### src/rtl/spaceinvaders_pkg.sv
// Types and constants shared by the space-invaders video blocks:
// bullet FSM states, screen size, RGB444 colour.
package spaceinvaders_pkg;

   localparam int SCREEN_W = 640;
   localparam int SCREEN_H = 480;

   typedef logic [11:0] rgb444_t;

   typedef enum logic [2:0] {
      ST_IDLE     = 3'b001,
      ST_FLYING   = 3'b010,
      ST_COOLDOWN = 3'b100
   } bullet_state_e;

   // Midpoint of two 10-bit columns, summed at 11 bits so it cannot overflow.
   function automatic logic [9:0] midpoint(input logic [9:0] a, input logic [9:0] b);
      logic [10:0] sum;
      sum = {1'b0, a} + {1'b0, b};
      return sum[10:1];
   endfunction

endpackage

### src/rtl/edge_detect.sv
// Rising-edge detector. reset_val_p = 1 makes a level held through reset
// look "already seen", so it does not produce a pulse on release.
module edge_detect #(
   parameter logic reset_val_p = 1'b1
) (
   input  logic clk_i,
   input  logic reset_i,
   input  logic level_i,
   output logic rise_o
);

   logic prev_reg;

   always_ff @(posedge clk_i or posedge reset_i) begin
      if (reset_i) begin
         prev_reg <= reset_val_p;
      end else begin
         prev_reg <= level_i;
      end
   end

   assign rise_o = level_i & ~prev_reg;

endmodule

### src/rtl/player_bullet.sv
// Player bullet: spawns at the player's centre on a shoot press, climbs one
// step per frame tick, then enforces a cooldown before the next shot.
module player_bullet
   import spaceinvaders_pkg::*;
#(
   parameter logic [9:0] start_y_p  = 10'd440,
   parameter logic [9:0] top_y_p    = 10'd16,
   parameter logic [9:0] speed_p    = 10'd4,
   parameter logic [3:0] cooldown_p = 4'd8,
   parameter rgb444_t    color_p    = 12'b1111_1111_0000
) (
   input  logic       clk_i,
   input  logic       reset_i,
   input  logic       frame_tick_i,
   input  logic       shoot_i,
   input  logic       alive_i,
   input  logic       freeze_i,
   input  logic [9:0] pos_left_i,
   input  logic [9:0] pos_right_i,
   input  logic       hit_enemy_i,
   output logic       bullet_active_o,
   output logic [9:0] bullet_x_o,
   output logic [9:0] bullet_y_o,
   output logic       shot_fired_o,
   output rgb444_t    color_o,
   output logic [2:0] state_o
);

   bullet_state_e state_reg, state_next;
   logic [9:0]    x_reg, y_reg;
   logic [3:0]    count_reg;
   logic          fired_reg;
   logic          shot_req;
   logic          move_tick;
   logic          at_top;
   logic          spawn, climb, enter_cool, count_down;

   edge_detect #(.reset_val_p(1'b1)) u_shoot_edge (
      .clk_i   (clk_i),
      .reset_i (reset_i),
      .level_i (shoot_i),
      .rise_o  (shot_req)
   );

   assign move_tick = frame_tick_i & ~freeze_i;
   // Compared at 11 bits so a large top+speed cannot wrap and let y underflow.
   assign at_top    = ({1'b0, y_reg} < ({1'b0, top_y_p} + {1'b0, speed_p}));

   always_ff @(posedge clk_i or posedge reset_i) begin
      if (reset_i) begin
         state_reg <= ST_IDLE;
      end else begin
         state_reg <= state_next;
      end
   end

   always_comb begin
      state_next = state_reg;
      case (state_reg)
         ST_IDLE: begin
            if (shot_req && !freeze_i) state_next = ST_FLYING;
         end
         ST_FLYING: begin
            if (hit_enemy_i || (move_tick && at_top)) state_next = ST_COOLDOWN;
         end
         ST_COOLDOWN: begin
            if (count_reg == 4'd0 && !freeze_i) state_next = ST_IDLE;
         end
         default: state_next = ST_IDLE;
      endcase
      if (!alive_i) state_next = ST_IDLE;
   end

   always_comb begin
      bullet_active_o = (state_reg == ST_FLYING);
      state_o         = state_reg;
   end

   assign spawn      = (state_reg == ST_IDLE) && (state_next == ST_FLYING);
   assign climb      = (state_reg == ST_FLYING) && (state_next == ST_FLYING) && move_tick;
   assign enter_cool = (state_reg != ST_COOLDOWN) && (state_next == ST_COOLDOWN);
   assign count_down = (state_reg == ST_COOLDOWN) && move_tick && (count_reg != 4'd0);

   always_ff @(posedge clk_i or posedge reset_i) begin
      if (reset_i) begin
         x_reg     <= '0;
         y_reg     <= '0;
         count_reg <= '0;
         fired_reg <= 1'b0;
      end else begin
         fired_reg <= spawn;
         if (spawn) begin
            x_reg <= midpoint(pos_left_i, pos_right_i);
            y_reg <= start_y_p;
         end else if (climb) begin
            y_reg <= y_reg - speed_p;
         end
         if (enter_cool) begin
            count_reg <= cooldown_p;
         end else if (count_down) begin
            count_reg <= count_reg - 4'd1;
         end
      end
   end

   assign bullet_x_o   = x_reg;
   assign bullet_y_o   = y_reg;
   assign shot_fired_o = fired_reg;
   assign color_o      = color_p;

endmodule

### config.mk
export PLATFORM = sky130hd
export DESIGN_NAME = player_bullet
export DESIGN_NICKNAME = d
export VERILOG_FILES = /design/src/rtl/spaceinvaders_pkg.sv /design/src/rtl/edge_detect.sv /design/src/rtl/player_bullet.sv
export SDC_FILE = /design/constraint.sdc
export NUM_CORES = 1
export LEC_CHECK = 0
export CORE_UTILIZATION = 40
export CTS_CLUSTER_DIAMETER = 150
export CTS_CLUSTER_SIZE = 24
export DETAILED_ROUTE_END_ITERATION = 16
export PLACE_DENSITY = 0.72
export SYNTH_ARGS = -nofsm -noshare
export SYNTH_HDL_FRONTEND = slang
export SYNTH_SLANG_ARGS = --single-unit
export TNS_END_PERCENT = 50
### constraint.sdc
create_clock -name clk_i -period 2.3 [get_ports clk_i]
set_clock_uncertainty 0.05 [all_clocks]
set_input_delay 0.46 -clock clk_i [delete_from_list [all_inputs] [get_ports clk_i]]
set_output_delay 0.46 -clock clk_i [all_outputs]
set_load 0.01 [all_outputs]
==> impl_results.md, run 1 <==
- Outcome: finished clean
- Final Util: a little under three fifths
- Primary FF master, synth: dfrtp_1
- Largest family of logic cells by synthesized area: simple AND/OR/NAND/NOR gates
- Routed Antenna Nets: 0
- Area of the core: about 4300 sq um
- Wire per inst: roughly 11 um
- DRC: 0
- Fin crit period: 2.09 ns
- WP data arrival: 2.25 ns
- Distinct cells, synth: 53
- Nets: roughly 290
- Adder-Cell Fraction of Synth Area: under 10%
- Fin Hold WS: 0.434 ns
- Post-CTS setup buffer count: 0
- CTS resizes: 0
- FILL cells: 426
- Unrepaired setup endpoints after global routing: no
- Post-Synth XOR/XNOR Area: 5.36%
- CTS Buf Count: 3
- H-Tree Depth: 1
- Req. time, crit path: 2.46 ns
- N_diodes: 0
- GRT Resource Usage Total: approximately 15%
- Seq. cell area: 678 sq um
- Clock Latency Late Sink: 0.28 ns
- Synthesis Warnings: 0
- Share of cells above drive strength 1: 10.2%
- Max FFs per register: 10
- #FFs+latches synth: 27
- I/O Buffers: 49
- Max IR drop VDD: 232 uV
- Worst setup EP type: flop
- Most frequent cell after synthesis: dfrtp_1
- CP max FO: 4
- Final setup TNS: 0 ns
- Max-Cap Viols: 0
- Fmax: 479 MHz
- Routed WL: 3420 um
- Yosys top cell area share: between 30% and 40%
- Sequential fraction of the synthesis area: 37.7%
- Die H: approximately 70 um
- Clock-pin slew on the worst setup and hold paths: approximately 0.09 ns
- Grt ovf: 0
- # IOs: 64
- Setup-failing EPs final: 0
- Chip width: 69.0 um
- Synth Instances: 189
- Ys async rst share: 100%
- CP startpoint kind: input port
- Compound-Gate Fraction of Synth Area: between 10% and 20%
- WS Path Type: input port to flop
- Routability Congestion: between 0.7 and 0.8
- CTS tree: yes
- Min-delay worst type: flop to flop
- Ranking of synthesized cells by area: dfrtp_1, ha_1, buf_4, xor2_1, nand2_1
- Multiplexer share of the synthesized area: 0%
- Pin count of the biggest net entering global routing: 28
- Die area: 4760 sq um
- Commonest cells in the netlist: dfrtp_1, nand2_1, buf_4, nor2_1, ha_1
- DRT Pass-1 Iters: 4
- Initial Utilization: 41.6%
- Clock Sink Count: 27
- Clock Path Buffers: 2
- Initial antenna violation count: 0
- Dpl hpwl: about 2700 um
- Avg Inst Size Synth: 9.51 sq um
- Pwr Total: 1280 uW
- Area leader, netlist: dfrtp_1
- Area Overhead vs Synth: 33.4%
- Total power per unit cell area: 534 nW/um^2
- First-pass GRT wire length: 6050 um
- Via count: 1,454
- Synthesized-area fraction occupied by and/or/nand/nor cells: ~20%
- Placement Rows: 24
- Final period util: 90.9%
- Pleak: 0.00104 uW
- Via density: 4.88
- 1st-iter DRT viols: 49
- Post-cts hold buffer count: 0
- Synth Cell Area: 1800 sq um
- Vias in the first global route: 1,390
- Fin. Hold Viols: 0
- Final slew viol count: 0
- CTS Root Cell: clkbuf_8
- Multi-input gate area: 990 sq um
- Number of synthesized flops with an enable pin: 0
final cells by class:
class	instances	area share (%)
inverter	10	1.57
clock inverter	1	0.313
multi-input combinational	146	41.3
sequential	27	28.3
tap	52	2.71
clock buffer	3	1.72
timing repair buffer	59	24.1
through the flow:
step                      cell area, sq um  cells  setup WS [ns]
after floorplan                       1840    201          0.429
after global placement                2350    294        -0.0276
after detailed placement              2350    294        -0.0978
after CTS                             2400    298          0.191
after global routing                  2400    298         0.0970
final                                 2400    298          0.210
layout by cell type (no fill, tap or decap), drive strengths merged, types with 2 or more instances in the layout:
cell and instances:
a21oi 5, a21o 2, nor2b 2, o31ai 3, nor2 16, nor3 7
dfrtp 25, clkbuf 3, o21a 5, ha 12, a211oi 3, nor4b 3
nand2b 2, dfstp 2, clkdlybuf4s50 49, inv 10, or3b 2, buf 10
nand4 2, nand2 22, conb 14, o21ai 12, a2111oi 2, and3 2
xor2 10
where the power goes:
group,leakage (uW),internal [uW],switching (uW)
Sequential,0.000332,537,43.9
Clock,0.0000217,123,160
Combinational,0.000683,235,182
path summary, 6_finish.rpt:
path / start / to / slack (ns) / cells past startpoint
min reg2reg: bullet_x_o[4] / bullet_x_o[4] / 0.43 / 2
max: pos_left_i[1] / bullet_x_o[9] / 0.21 / 8
min: bullet_x_o[4] / bullet_x_o[4] / 0.43 / 2
max reg2reg: state_o[1] / bullet_y_o[4] / 0.48 / 7
min in group asynchronous: reset_i / bullet_x_o[0] / 0.47 / 3
max in group asynchronous: reset_i / u_shoot_edge.prev_reg / 1.43 / 3
critical path: stages:
cell and delay [ns]:
clkdlybuf4s50_1 0.47, inv_1 0.06, fa_1 0.45, nor2b_1 0.17, o31a_1 0.22, o221ai_1 0.15
o2bb2ai_1 0.15, o21ai_1 0.12
cell families after synthesis:
family | Yosys count
other | 2
adders and majority gates | 13
AOI/OAI and AO/OA | 42
and+or+nand+nor | 66
buffers and inverters | 28
xor gates and xnor gates | 11
DFF | 27
metal layers:
| layer | routed length [um] | track usage, % |
|---|---|---|
| met4 | 41 | 4.76 |
| met1 | 1530 | 19.2 |
| met3 | 133 | 1.90 |
| met2 | 1720 | 27.3 |
| met5 | 0 | 0 |
Power figures use the tool's default switching activity.
==> run 2, diff against run 1 <==
CORE_ASPECT_RATIO = 2   (was default)
==> run 2 against run 1 <==
  * Combinational power is 2% higher
  * Maximum frequency down 0.42%
  * Power down 0.31%
  * Worst setup slack got worse by 0.0088 ns
  * Final cell count is 2.0% higher
==> impl_results.md, run 2 (same netlist as run 1, synthesis figures left out) <==
- End of the worst register-to-register path: bullet_y_o[3]
- Nets: 291 (+1.4%)
- DRC: 0 (unchanged)
- Grt ovf: 0 (unchanged)
- Highest routed layer: met4
- Placement Rows: 34 (+42%)
- Final Util: 55.9% (+0.47 points)
- Clock Path Buffers: 2 (unchanged)
- Wire per inst: 12.8 um (+11%)
- Levels on crit path: 7 (-1)
- Wire length on met3: 133 um (unchanged)
- Final slew viol count: 0 (unchanged)
- Pwr Total: 1280 uW (-0.31%)
- First-pass GRT wire length: 6480 um (+7.1%)
- Worst R2R Path Depth: 5 (-2)
- GRT Resource Usage Total: 17.5% (+2.1 points)
- Req. time, crit path: 2.44 ns (-0.02 ns)
- Unrepaired setup endpoints after global routing: no
- Dpl hpwl: 3210 um (+18%)
- Worst-Margin Slew: 0.537 ns
- DRT Pass-1 Iters: 4 (unchanged)
- CTS resizes: 0 (unchanged)
- Worst Hold Launch: bullet_x_o[7]
- CTS Buf Count: 3 (unchanged)
- FILL cells: 405 (-4.9%)
- Clock Latency Late Sink: 0.27 ns (about the same)
- Chip width: 49.4 um (-28%)
- Worst slew margin: 64.1%
- Routed Antenna Nets: 0 (unchanged)
- Most frequent cells in the layout: clkdlybuf4s50_1, dfrtp_1, nand2_1, nor2_1, conb_1
- Crit-path max cell delay: 0.40 ns (-0.07 ns)
- Met1 wire length: 1340 um (-12%)
- 1st-iter DRT viols: 20 (-59%)
- RR Startpoint: bullet_y_o[5]
- Min-delay worst type: flop to flop
- Final period util: 91.2% (+0.38 points)
- Routed WL: 3880 um (+13%)
- Slowest-stage cell, CP: clkdlybuf4s50_1
- Via density: 4.95 (+1.5%)
- Fin crit period: 2.10 ns (+0.00879 ns)
- Crit-path cells: clkdlybuf4s50_1 > ha_1 > nor2b_1 > o31a_1 > o21a_1 > o21a_1 > o31ai_1
- Pin count of the biggest net entering global routing: 28 (unchanged)
- Outcome: finished clean
- I/O Buffers: 49 (unchanged)
- Clock-pin slew on the worst setup and hold paths: 0.09 ns (about the same)
- CP dominant cell by count: o21a_1
- Cells after DPL: 300 (+2.0%)
- Post-CTS setup buffer count: 0 (unchanged)
- Post-Layout Cell Count: 304 (+2.0%)
- Setup-failing EPs final: 0 (unchanged)
- Fin. Hold Viols: 0 (unchanged)
- Total power per unit cell area: 526 nW/um^2 (-1.5%)
- Fmax: 477 MHz (-0.42%)
- Pleak: 0.00106 uW (+2.0%)
- Max-Cap Viols: 0 (unchanged)
- WHS Path Cells: 2 (unchanged)
- Via count: 1,506 (+3.6%)
- CTS tree: yes
- Clock Sink Count: 27 (unchanged)
- Initial Utilization: 41.4% (-0.14 points)
- FF-to-FF setup slack: 0.45 ns (-0.03 ns)
- Vias in the first global route: 1,504 (+8.2%)
- WL met2: 2310 um (+35%)
- CP top delay family: compound AO/OA/AOI/OAI gates
- Hold EP: bullet_x_o[7]
- Post-cts hold buffer count: 0 (unchanged)
- Area of the core: 4340 sq um (+0.35%)
- Die area: 4780 sq um (+0.34%)
- Share of cells above drive strength 1: 11.2% (+1.0 points)
- CP max FO: 4 (unchanged)
- Initial antenna violation count: 0 (unchanged)
- N_diodes: 0 (unchanged)
- Worst setup EP type: flop
- Routability Congestion: 0.783 (+3.0%)
- CP bufs+invs: 1 (-1)
- CP startpoint kind: input port
- Most common cell after layout, fill and taps aside: clkdlybuf4s50_1
- H-Tree Depth: 1 (unchanged)
- WS Path Type: input port to flop
- # IOs: 64 (unchanged)
- WP data arrival: 2.23 ns (-0.02 ns)
- Max FFs per register: 10 (unchanged)
- Max IR drop VDD: 283 uV (+22%)
- Die H: 96.8 um (+40%)
- Area Overhead vs Synth: 35.0%
- CTS Root Cell: clkbuf_8
run 2: layout make-up:
| cell class | instances | area [sq um] | share of cell area [%] |
|---|---|---|---|
| multi-input combinational | 146 | 990 | 40.8 |
| sequential | 27 | 678 | 28.0 |
| timing repair buffer | 63 | 608 | 25.1 |
| tap | 54 | 67.6 | 2.78 |
| clock buffer | 4 | 45.0 | 1.86 |
| inverter | 10 | 37.5 | 1.55 |
run 2: per-stage QoR:
step,hold WS [ns],setup TNS (ns),cell area (sq um),worst slack [ns]
6_report,0.442,0,2430,0.201
3_3_place_gp,0.420,-0.356,2380,-0.0755
5_1_grt,0.471,0,2430,0.0944
2_1_floorplan,0.414,0,1840,0.429
3_5_place_dp,0.423,-0.545,2380,-0.122
4_1_cts,0.446,0,2430,0.194
run 2: where the power goes:
part | leakage (uW) | internal (uW) | switching (uW)
Sequential | 0.000332 | 537 | 45.8
Clock | 0.0000228 | 124 | 145
Combinational | 0.000703 | 239 | 186
Total | 0.00106 | 900 | 376
run 2: worst max-delay path by stage:
stage,startpoint,to,slack (ns)
floorplan,pos_left_i[2],bullet_x_o[5],0.43
global placement,freeze_i,bullet_y_o[8],-0.08
detailed placement,pos_left_i[2],bullet_x_o[5],-0.12
CTS,pos_left_i[2],bullet_x_o[5],0.19
global route,pos_left_i[1],bullet_x_o[9],0.09
finish,pos_left_i[2],bullet_x_o[5],0.20
run 2: worst reg2reg max path, cell delays in order, from the launching register on:
cell     delay [ns]
dfrtp_1        0.46
nor4_4         0.48
nor4b_2        0.35
nor3_1         0.17
nor3_1         0.16
a21oi_1        0.06
run 2: per-layer routing:
metal / up-vias / GRT usage [%]
met5: - / 0
met4: 0 / 7.47
met3: 9 / 1.73
met2: 44 / 34.5
met1: 692 / 17.4
li1: 761 / -
==> run 3, diff against run 2 <==
CTS_BUF_LIST = sky130_fd_sc_hd__clkbuf_16   (was default)
==> run 3 against run 2 <==
  * Sequential share of layout area down 0.38 points
  * Combinational power is essentially flat
  * Critical path depth stayed put
  * Via count about the same
  * Cell area is 1.4% higher
  * Wire length grew 0.80%
  * Global-route usage is 0.22 points higher
  * Clock power grew 45%
  * Count of clock-buffer cells in the layout fell by 1
  * Power is 9.5% higher
  * Die area unchanged
  * Sequential power hardly changed
  * Critical path type unchanged
==> impl_results.md, run 3 (same netlist as run 1, synthesis figures left out) <==
- CP startpoint kind: input port
- CP bufs+invs: 1 (unchanged)
- Worst slew margin: 63.3% (-0.77 points)
- Post-Layout Cell Count: 304 (unchanged)
- Area of the core: 4340 sq um (unchanged)
- Most frequent cells in the layout: clkdlybuf4s50_1, dfrtp_1, nand2_1, nor2_1, conb_1
- Max IR drop VDD: 372 uV (+31%)
- WP data arrival: 2.23 ns (about the same)
- CTS Root Cell: clkbuf_16
- Final period util: 91.9% (+0.68 points)
- CP dominant cell by count: o21a_1
- Die area: 4780 sq um (unchanged)
- Fin crit period: 2.11 ns (+0.0156 ns)
- Routed Antenna Nets: 0 (unchanged)
- Most common cell after layout, fill and taps aside: clkdlybuf4s50_1
- Unrepaired setup endpoints after global routing: no
- I/O Buffers: 49 (unchanged)
- Nets: 291 (unchanged)
- Worst setup EP type: flop
- Die H: 96.8 um (unchanged)
- Critical Path Start: pos_left_i[2]
- Slowest-stage cell, CP: clkdlybuf4s50_1
- Wire per inst: 12.9 um (+0.80%)
- CP max FO: 4 (unchanged)
- Clock Latency Late Sink: 0.26 ns (about the same)
- CTS resizes: 0 (unchanged)
- 1st-iter DRT viols: 19 (-5.0%)
- Total power per unit cell area: 568 nW/um^2 (+8.0%)
- CTS Buf Count: 3 (unchanged)
- N_diodes: 0 (unchanged)
- DRT Pass-1 Iters: 4 (unchanged)
- Worst-Margin Slew: 0.549 ns (+0.0116 ns)
- Initial Utilization: 41.4% (unchanged)
- Share of cells above drive strength 1: 11.2% (unchanged)
- Req. time, crit path: 2.42 ns (-0.02 ns)
- Max-Cap Viols: 0 (unchanged)
- DRC: 0 (unchanged)
- Worst Hold Launch: bullet_x_o[7]
- Post-CTS setup buffer count: 0 (unchanged)
- Pleak: 0.00108 uW (+1.8%)
- Setup-failing EPs final: 0 (unchanged)
- Fin Hold WS: 0.436 ns (-0.00554 ns)
- Initial antenna violation count: 0 (unchanged)
- Outcome: finished clean
- Max FFs per register: 10 (unchanged)
- WS Path Type: input port to flop
- Chip width: 49.4 um (unchanged)
- Crit-path cells: clkdlybuf4s50_1 > ha_1 > nor2b_1 > o31a_1 > o21a_1 > o21a_1 > o31ai_1
- Clock Sink Count: 27 (unchanged)
- CP top delay family: compound AO/OA/AOI/OAI gates
- # IOs: 64 (unchanged)
- Dpl hpwl: 3210 um (unchanged)
- H-Tree Depth: 1 (unchanged)
- Area Overhead vs Synth: 36.9%
- Clock-pin slew on the worst setup and hold paths: 0.06 ns (-0.03 ns)
- CTS tree: yes
- Grt ovf: 0 (unchanged)
- FILL cells: 397 (-2.0%)
- Final Util: 56.7% (+0.78 points)
- Cells after DPL: 300 (unchanged)
- Min-delay worst type: flop to flop
- Routed WL: 3910 um (+0.80%)
- Pin count of the biggest net entering global routing: 28 (unchanged)
- First-pass GRT wire length: 6540 um (+0.96%)
- Placement Rows: 34 (unchanged)
- Crit-path max cell delay: 0.40 ns (about the same)
- Fin. Hold Viols: 0 (unchanged)
- Clock Path Buffers: 2 (unchanged)
- Vias in the first global route: 1,518 (+0.93%)
- Fmax: 473 MHz (-0.74%)
- GRT Resource Usage Total: 17.7% (+0.22 points)
- RR Startpoint: bullet_y_o[5]
- Pwr Total: 1400 uW (+9.5%)
- Routability Congestion: 0.783 (unchanged)
- Final slew viol count: 0 (unchanged)
- Via density: 4.96 (about the same)
- Via count: 1,507 (+0.066%)
- Post-cts hold buffer count: 0 (unchanged)
## run 3: cell count changes in the layout (fill, tap and decap cells not counted)
cell | previous run | this run
clkbuf_16 | 0 | 3
clkbuf_8 | 3 | 0
clkbuf_1 | 1 | 0
inv_1 | 9 | 10
## run 3: per-stage QoR
step | TNS, ns | worst slack [ns] | instance area [sq um]
global placement | -0.356 | -0.0755 | 2380
CTS | 0 | 0.176 | 2460
global route | 0 | 0.0733 | 2460
finish | 0 | 0.186 | 2460
detailed placement | -0.545 | -0.122 | 2380
floorplan | 0 | 0.429 | 1840
## run 3: final timing paths
check                                        endpoint  slack, ns  depth (start not counted)
worst max-delay path                    bullet_x_o[5]       0.19                          7
worst min-delay path                    bullet_x_o[7]       0.44                          2
worst max register to register           count_reg[1]       0.45                          5
worst min register to register          bullet_x_o[7]       0.44                          2
max in group asynchronous       u_shoot_edge.prev_reg       1.39                          3
min in group asynchronous               bullet_y_o[2]       0.50                          3
## run 3: area by class of cell
| class | instances | area, sq um | area share [%] |
|---|---|---|---|
| Multi-Input combinational cell | 146 | 990 | 40.2 |
| Sequential cell | 27 | 678 | 27.6 |
| Timing Repair Buffer | 63 | 608 | 24.7 |
| Clock buffer | 3 | 75.1 | 3.05 |
| Tap cell | 54 | 67.6 | 2.75 |
| Inverter | 10 | 37.5 | 1.53 |
| Clock inverter | 1 | 3.75 | 0.153 |
## run 3: metal layers
metal	routed length, um	share of wire (%)	track usage (%)
met3	136	3.5	2.20
met4	92	2.4	7.47
met1	1360	35	17.4
met5	0	0	0
met2	2320	59	34.9
## run 3: report_power, final
part           internal [uW]  switching (uW)  leakage [uW]
Sequential               538            45.8      0.000332
Combinational            239             186      0.000703
Clock                    233             156     0.0000423
## run 3: worst register-to-register path, cell delays in order (launching register included)
cell      delay, ns
dfrtp_1        0.45
nor4_4         0.47
nor4b_2        0.35
nor2_1         0.11
nor2_2         0.22
a211oi_1       0.07
